$ cat src/rtl/tx_pkt_scheduler_pkg.sv
// Shared definitions for the TX packet scheduler: default sizing, FSM state
// encoding and the modular-wrap helper used by the round-robin search.
package tx_pkt_scheduler_pkg;

   localparam int DEF_NUM_CHAN  = 2;
   localparam int DEF_IDX_W     = 2;
   localparam int DEF_CMD_BURST = 4;
   localparam int DEF_WDOG_W    = 16;

   typedef enum logic [1:0] {
      ST_IDLE    = 2'd0,
      ST_GRANT   = 2'd1,
      ST_HOLD    = 2'd2,
      ST_RELEASE = 2'd3
   } sched_state_t;

   // base and ofs are both below modulus, so one subtraction wraps the sum
   function automatic int wrap_add(input int base, input int ofs, input int modulus);
      int sum;
      sum = base + ofs;
      if (sum >= modulus) begin
         return sum - modulus;
      end else begin
         return sum;
      end
   endfunction

endpackage

$ cat src/rtl/tx_pkt_scheduler_rr_arbiter.sv
// Combinational round-robin pick: first active request at or above the
// pointer, wrapping past the top, reported as one-hot plus binary index.
module tx_pkt_scheduler_rr_arbiter
   import tx_pkt_scheduler_pkg::*;
#(
   parameter int NUM_REQ = DEF_NUM_CHAN,
   parameter int IDX_W   = DEF_IDX_W
) (
   input  logic [NUM_REQ-1:0] i_req,
   input  logic [IDX_W-1:0]   i_ptr,
   output logic [NUM_REQ-1:0] o_gnt,
   output logic [IDX_W-1:0]   o_idx,
   output logic               o_any
);

   // Outer loop walks the search order, inner loop maps it onto a channel
   always_comb begin
      o_gnt = '0;
      o_idx = '0;
      o_any = 1'b0;
      for (int k = 0; k < NUM_REQ; k++) begin
         for (int j = 0; j < NUM_REQ; j++) begin
            if (!o_any && i_req[j] && (wrap_add(int'(i_ptr), k, NUM_REQ) == j)) begin
               o_gnt[j] = 1'b1;
               o_idx    = IDX_W'(j);
               o_any    = 1'b1;
            end else begin
               o_any = o_any;
            end
         end
      end
   end

endmodule

$ cat src/rtl/tx_pkt_scheduler.sv
// Grants the shared TX readout path one whole packet at a time: command
// channel first within a burst cap, data channels round-robin, with a watchdog.
module tx_pkt_scheduler
   import tx_pkt_scheduler_pkg::*;
#(
   parameter int NUM_CHAN  = DEF_NUM_CHAN,
   parameter int IDX_W     = DEF_IDX_W,
   parameter int CMD_BURST = DEF_CMD_BURST,
   parameter int WDOG_W    = DEF_WDOG_W
) (
   input  logic                txclk,
   input  logic                reset_n,
   input  logic [NUM_CHAN:0]   pkt_waiting,
   input  logic [NUM_CHAN:0]   rd_done,
   input  logic [NUM_CHAN:0]   chan_enable,
   input  logic [WDOG_W-1:0]   max_hold,
   output logic [NUM_CHAN:0]   grant,
   output logic [IDX_W-1:0]    grant_idx,
   output logic                start,
   output logic                busy,
   output logic                timeout
);

   localparam int               RUN_W     = $clog2(CMD_BURST + 1);
   localparam logic [IDX_W-1:0] CMD_IDX   = IDX_W'(NUM_CHAN);
   localparam logic [IDX_W-1:0] LAST_DATA = IDX_W'(NUM_CHAN - 1);
   localparam logic [RUN_W-1:0] RUN_MAX   = RUN_W'(CMD_BURST);

   sched_state_t        r_state;
   logic [IDX_W-1:0]    r_rr_ptr;
   logic [IDX_W-1:0]    r_win_idx;
   logic                r_win_cmd;
   logic [RUN_W-1:0]    r_cmd_run;
   logic [WDOG_W-1:0]   r_wdog;

   logic [NUM_CHAN:0]   w_elig;
   logic [NUM_CHAN:0]   w_win_gnt;
   logic [NUM_CHAN-1:0] w_rr_gnt;
   logic [IDX_W-1:0]    w_rr_idx;
   logic [IDX_W-1:0]    w_win_idx;
   logic                w_rr_any;
   logic                w_cmd_win;
   logic                w_done;
   logic                w_expire;

   assign w_elig = pkt_waiting & chan_enable;

   tx_pkt_scheduler_rr_arbiter #(
      .NUM_REQ (NUM_CHAN),
      .IDX_W   (IDX_W)
   ) u_rr_arb (
      .i_req (w_elig[NUM_CHAN-1:0]),
      .i_ptr (r_rr_ptr),
      .o_gnt (w_rr_gnt),
      .o_idx (w_rr_idx),
      .o_any (w_rr_any)
   );

   // Command wins unless it has used its burst while data is also eligible
   always_comb begin
      w_cmd_win = w_elig[NUM_CHAN] && ((r_cmd_run < RUN_MAX) || !w_rr_any);
      if (w_cmd_win) begin
         w_win_gnt = {1'b1, {NUM_CHAN{1'b0}}};
         w_win_idx = CMD_IDX;
      end else begin
         w_win_gnt = {1'b0, w_rr_gnt};
         w_win_idx = w_rr_idx;
      end
   end

   // Only the granted channel's completion counts; it outranks expiry below
   assign w_done   = |(rd_done & grant);
   assign w_expire = (max_hold != '0) && (r_wdog == (max_hold - WDOG_W'(1)));

   // Scheduler FSM with registered grant, status and pulse outputs
   always_ff @(posedge txclk or negedge reset_n) begin
      if (!reset_n) begin
         r_state   <= ST_IDLE;
         r_rr_ptr  <= '0;
         r_win_idx <= '0;
         r_win_cmd <= 1'b0;
         r_cmd_run <= '0;
         r_wdog    <= '0;
         grant     <= '0;
         grant_idx <= '0;
         start     <= 1'b0;
         busy      <= 1'b0;
         timeout   <= 1'b0;
      end else begin
         start   <= 1'b0;
         timeout <= 1'b0;
         case (r_state)
            ST_IDLE: begin
               if (w_elig != '0) begin
                  r_state   <= ST_GRANT;
                  r_win_idx <= w_win_idx;
                  r_win_cmd <= w_cmd_win;
                  r_wdog    <= '0;
                  grant     <= w_win_gnt;
                  grant_idx <= w_win_idx;
                  start     <= 1'b1;
                  busy      <= 1'b1;
               end else begin
                  r_state <= ST_IDLE;
               end
            end
            ST_GRANT, ST_HOLD: begin
               if (r_wdog != '1) begin
                  r_wdog <= r_wdog + WDOG_W'(1);
               end else begin
                  r_wdog <= r_wdog;
               end
               if (w_done) begin
                  r_state   <= ST_RELEASE;
                  grant     <= '0;
                  grant_idx <= '0;
               end else if (w_expire) begin
                  r_state   <= ST_RELEASE;
                  grant     <= '0;
                  grant_idx <= '0;
                  timeout   <= 1'b1;
               end else begin
                  r_state <= ST_HOLD;
               end
            end
            ST_RELEASE: begin
               r_state <= ST_IDLE;
               busy    <= 1'b0;
               if (r_win_cmd) begin
                  if (r_cmd_run != RUN_MAX) begin
                     r_cmd_run <= r_cmd_run + RUN_W'(1);
                  end else begin
                     r_cmd_run <= r_cmd_run;
                  end
               end else begin
                  r_cmd_run <= '0;
                  r_rr_ptr  <= (r_win_idx == LAST_DATA) ? '0 : r_win_idx + IDX_W'(1);
               end
            end
            default: begin
               r_state   <= ST_IDLE;
               grant     <= '0;
               grant_idx <= '0;
               busy      <= 1'b0;
            end
         endcase
      end
   end

endmodule
$ cat config.mk
export PLATFORM = sky130hd
export DESIGN_NAME = tx_pkt_scheduler
export DESIGN_NICKNAME = d
export VERILOG_FILES = /design/src/rtl/tx_pkt_scheduler_pkg.sv /design/src/rtl/tx_pkt_scheduler_rr_arbiter.sv /design/src/rtl/tx_pkt_scheduler.sv
export SDC_FILE = /design/constraint.sdc
export NUM_CORES = 1
export LEC_CHECK = 0
export ABC_AREA = 0
export BUFFER_PORTS_ARGS = -buffer_cell sky130_fd_sc_hd__clkbuf_2
export CORE_UTILIZATION = 50
export CTS_CLUSTER_DIAMETER = 150
export DETAILED_ROUTE_END_ITERATION = 16
export PLACE_DENSITY_LB_ADDON = 0.12
export SYNTH_ARGS = -nofsm -noshare
export SYNTH_HDL_FRONTEND = slang
export SYNTH_HIERARCHICAL = 1
export SYNTH_SLANG_ARGS = --single-unit
$ cat constraint.sdc
create_clock -name txclk -period 1.9 [get_ports txclk]
set_input_delay 0.095 -clock txclk [delete_from_list [all_inputs] [get_ports txclk]]
set_output_delay 0.095 -clock txclk [all_outputs]
set_load 0.005 [all_outputs]
Yosys cells after proc, flatten, opt, wreduce, memory -nomap -nowiden

Index checks and enable logic that the tools add are counted.

Bitwise gates (word level): 3
Order comparisons: 3
Eq/ne operators: 13
Reductions and logical operators: 29
Add/subtract/negate cells: 7
Muxes and demuxes: 39

Operator list:

| cell                    | count |
|---|---|
| $eq A32 B2 Y1 const B   | 2 |
| $logic_not A32 Y1       | 2 |
| $mux W32                | 2 |
| $ge A32 B3 Y1 const B   | 1 |
| $mux W16                | 2 |
| $pmux W16 S2            | 1 |
| $sub A32 B3 Y32 const B | 1 |
| $mux W1                 | 19 |
| $mux W3                 | 6 |
| $add A16 B1 Y16 const B | 1 |
| $eq A16 B16 Y1          | 1 |
| $ne A16 B16 Y1 const B  | 1 |
| $reduce_bool A16 Y1     | 1 |
| $sub A16 B1 Y16 const B | 1 |
| $mux W2                 | 5 |
| $logic_and A1 B1 Y1     | 9 |
| $reduce_and A2 Y1       | 4 |
| $and A3 B3 Y3           | 2 |
| $ne A3 B3 Y1 const B    | 2 |
| $pmux W2 S3             | 1 |
| $pmux W3 S2             | 1 |
| $reduce_and A3 Y1       | 2 |
| $eq A2 B1 Y1 const B    | 2 |
| $eq A2 B2 Y1 const B    | 2 |
| 18 further kinds        | 23 |

Bits in registers: 34
Output and inout bits: 8
Word-level logic and storage cells: 105
Input port bits: 27

Depth between registers and ports, before layout

Depth in word-level cells: 23
Mapped depth: 11
Mapped depth without buffers: 10

Hierarchy

The synthesis kept the hierarchy.

By module, submodules not included:

| module                      | instances | seq. area each (um2) | cells each | area each (um2) |
|---|---|---|---|---|
| tx_pkt_scheduler            | 1         | 850.8                | 247        | 2270.9 |
| tx_pkt_scheduler_rr_arbiter | 1         | 0.0                  | 9          | 56.3 |

Least setup slack after synthesis

OpenSTA, ideal clock, no wires.

Path kind: input to register
Start point: input port max_hold[0]
End point: register grant[2]
Path buffers: 1
Library setup time: 125 ps
Cell stages on the path: 11
Required time: 1775 ps
Setup slack: -323 ps
Arrival: 2098 ps
Cell sequence: inv_1 ha_1 buf_2 nor4b_2 nand3_1 xnor2_1 a211oi_1 o2111a_1 nand4_2 a21oi_4 mux2_4

Word-level cells in the longest chain between the ends: 5
Elaborated cells between the ends (all ways): 6
Classes of those cells: add/sub: 1; eq/ne: 2; reduce/logical: 3

RTL lines:

| what                            | line                   | source |
|---|---|---|
| start: declaration              | tx_pkt_scheduler.sv:16 | `input logic [WDOG_W-1:0] max_hold,` |
| $sub A16 B1 Y16                 | tx_pkt_scheduler.sv:73 | `assign w_expire = (max_hold != '0) && (r_wdog == (max_hold - WDOG_W'(1)));` |
| $eq A16 B16 Y1                  | tx_pkt_scheduler.sv:73 |  |
| $logic_and A1 B1 Y1 (*)         | tx_pkt_scheduler.sv:73 |  |
| $ne A3 B3 Y1 (no line) (*)      | -                      |  |
| $reduce_and A3 Y1 (no line) (*) | -                      |  |
| end signal: assignment          | tx_pkt_scheduler.sv:99 | `grant <= w_win_gnt;` |
| end: declaration                | tx_pkt_scheduler.sv:17 | `output logic [NUM_CHAN:0] grant,` |

Mark *: on every way between the ends. The rest lies on a longest branch, timed or not.
A chain may end at the register's enable or synchronous reset.

Worst setup path in the final report

Start point: register r_wdog[6]
End point: register grant[2]

Word-level cells in the longest chain between the ends: 4

RTL lines:

| what                        | line                    | source |
|---|---|---|
| start: declaration          | tx_pkt_scheduler.sv:34  | `logic [WDOG_W-1:0] r_wdog;` |
| start signal: assignment    | tx_pkt_scheduler.sv:109 | `r_wdog <= r_wdog + WDOG_W'(1);` |
| start signal: assignment    | tx_pkt_scheduler.sv:111 | `r_wdog <= r_wdog;` |
| $eq A16 B16 Y1              | tx_pkt_scheduler.sv:73  |  |
| $logic_and A1 B1 Y1         | tx_pkt_scheduler.sv:73  |  |
| $ne A3 B3 Y1 (no line)      | -                       |  |
| $reduce_and A3 Y1 (no line) | -                       |  |

No other way between the ends.

==> flow_summary.ini <==
[logic_synthesis]
synth_top_family_by_area = simple AND/OR/NAND/NOR gates
synth_fa_ha_area_frac = 0.0430
netlist_top_cells_area = dfrtp_1 (37%), xnor2_1 (6.4%), nand2_1 (5.5%)
synth_edf_count = 0
ys_types = 50
yosys.area_share.simple = 0.258
synthMuxAreaShare = 0.0435
yosys_register_bits = 34
ys_top_cells_by_count = dfrtp_1 (34), nand2_1 (34), nor2_1 (26)
syn_avg_cell_area_sq_um = 9.09
syn_nets = 291
synth_xor_xnor_area_share = 0.120
yosys.area.top_type = dfrtp_1
synth_top_cell_area_share = 0.366
syn-instance-count = 256
synth-compound-area-share = 0.135
syn-cell-area_sq_um = 2330
seq_area_frac_synth = 0.366
yosysWarnings = 6
synth_flop_cell = dfrtp_1
synthArstFlopShare = 1.00

[critical_path]
reg2reg_depth = 9
slowest_stage = dfrtp_1
cp_slowest_stage_delay_ns = 0.41
worstPathArrival_ns = 2.26
cp-end-kind = flop
cp.depth = 9
crit_type = flop to flop
cp_max_fo = 3
cp-start-kind = flop
cpLargestDelayFamily = compound AO/OA/AOI/OAI gates
path_cells = xor2_2, buf_4, nor2_2, a221o_1, a41oi_2, a311oi_2, nand4_4, a21oi_4, mux2_4
required_ns = 2.07
crit_buf_inv = 1

[grt]
met1_usage = 0.353
track_usage = 0.245
overflow = 0
grt_pass1_wl_microns = 9600
grt_util_met2 = 0.385
antenna_found_initial = 0
grt_pass1_vias = 2093
met3_usage = 0.0361
grt_max_degree = 35
gr-max-usage-layer = met2

[floorplanning]
num_io_pins = 35
dieArea_sq_um = 4930
initial_core_util = 0.527
die_y_microns = 70.2
die_w_microns = 70.2
rows = 24
core_sq_um = 4410

[routing]
num_vias = 2126
drt-total-wl_microns = 5470
drtPass1Iterations = 5
drc = 0
drt_iter0_markers = 94
ant_nets = 0
avgRoutedWirePerCell_microns = 13.4
vias_per_cell = 5.20

[clock_network]
insertion_delay_ns = 0.29
clockBufferDepth = 2
cts_made_buffers = 5
cts_htree_levels = 2
cts_tree = yes
cts.reportedPaths.clkPinSlew_ns = 0.07
cts_root_buf = clkbuf_8
clock_sinks = 34

[hold_path]
min_path_type = primary input to flop
hold_depth = 4

[placement]
dpl.hpwl_microns = 4230
dp_slack_ns = -0.272
gp_congestion = 0.794
io_buffers = 34
dp_cells = 396

[timing]
rsz0062_at_grt = yes
slew_headroom = 0.433
worst_slack_ns = -0.181
hold_viol_final = 0
fin_hold_ws_ns = 0.139
finalClockSkew_ns = 0.0130
worstMarginPinSlew_ns = 0.851
fmax_ghz = 0.480
maxSlewViolCount = 0
fin_crit_sh = 1.10
setup_viol = 14
period_minus_slack_ns = 2.08

[pwr]
power.density_nw_per_um2 = 932
peakVddDrop_v = 0.000660
leakagePower_nw = 1.54

[final_layout]
utilization = 0.729
drive_gt1_frac = 0.375
final_cells = 409
syn_to_final_growth_pct = 38.2
num_antenna_cells = 0
nNetsFinal = 391

[run_status]
status = finished with violations
violations = setup timing

[flow_run]
maxCapViolCount = 0
[report_power, final]
part           leakage (nW)  switching (mW)  total (mW)  internal, mW
combinational          1.04           0.715        1.41         0.698
sequential            0.455           0.131        1.02         0.891
clock                0.0472           0.272       0.564         0.291
[routing by layer]
layer  up-vias  part of all wire
met5         -                 0
met4         0             0.012
met3         6             0.030
met2        45              0.45
met1       981              0.51
li1       1094                 -
[repair_timing]
action,CTS,global route
gates resized for setup,12,2
endpoints found under the setup margin,19,21
pin swaps,6,1
endpoints found under the hold margin,34,0
setup buffers,3,1
hold buffers,1,0
[through the flow]
step	power, mW	TNS (ns)	instance area [sq um]
floorplan	1.84	-0.516	2360
global placement	2.31	-3.42	3010
detailed placement	2.36	-4.03	3010
CTS	3.00	-1.48	3200
global route	3.21	-3.50	3220
finish	3.00	-1.35	3220
[sequential cells by signal, indices dropped and copies added (netlist names)]
| signal | cells |
|---|---|
| r_wdog | 16 |
| grant | 3 |
| r_cmd_run | 3 |
| grant_idx | 2 |
| r_rr_ptr | 2 |
| r_state | 2 |
| r_win_idx | 2 |
| busy | 1 |
| r_win_cmd | 1 |
| start | 1 |
| timeout | 1 |
[kinds of logic (layout without fill, tap and decap cells)]
logic type               count (synthesis)  in the layout
AND/OR/NAND/NOR                        109            109
AO/OA/AOI/OAI                           46             46
flip-flops                              34             34
XOR/XNOR                                31             31
buffers and inverters                   18            119
multiplexers                             9              9
adder cells (fa/ha/maj)                  8              8
other                                    1              1
[final cells by class]
class                   instances  area (sq um)
well taps                      52          65.1
multi-input cells             204          1480
inverters                      12          45.0
flip-flops and latches         34           851
clock buffers                   6          82.6
repair buffers                 99           677
fillers                       328          1200
clock inverters                 2          12.5
[worst register-to-register path, delay by kind of cell, from the launching register on]
family / cells / cell delay [ns]
mux: 1 / 0.31
compound gates: 4 / 0.67
xor+xnor: 1 / 0.17
buf+inv: 1 / 0.16
simple gates: 2 / 0.25
flops: 1 / 0.41
[cell usage in the layout, fill, tap and decap left out, drive strengths merged, types with 4 or more instances in the layout]
cell type | Yosys | final
inv | 12 | 12
nand2 | 34 | 34
nor2 | 27 | 27
clkbuf | 2 | 40
nand2b | 5 | 5
nand3 | 7 | 7
dfrtp | 34 | 34
and2 | 4 | 4
ha | 8 | 8
o21ai | 17 | 17
nand3b | 4 | 4
nand4 | 8 | 8
and3 | 4 | 4
xor2 | 14 | 14
or3 | 6 | 6
buf | 4 | 64
xnor2 | 17 | 17
a21oi | 10 | 10
mux2i | 6 | 6
[final timing paths]
check                                   from  slack, ns      endpoint
worst max-delay path               r_wdog[6]      -0.18      grant[2]
worst min-delay path              rd_done[0]       0.14       timeout
worst max register to register     r_wdog[6]      -0.18      grant[2]
worst min register to register  r_win_idx[0]       0.49   r_rr_ptr[0]
max in group asynchronous            reset_n       0.91     r_wdog[6]
min in group asynchronous            reset_n       0.44  grant_idx[0]
No activity file was read; power rests on OpenSTA's default activity.
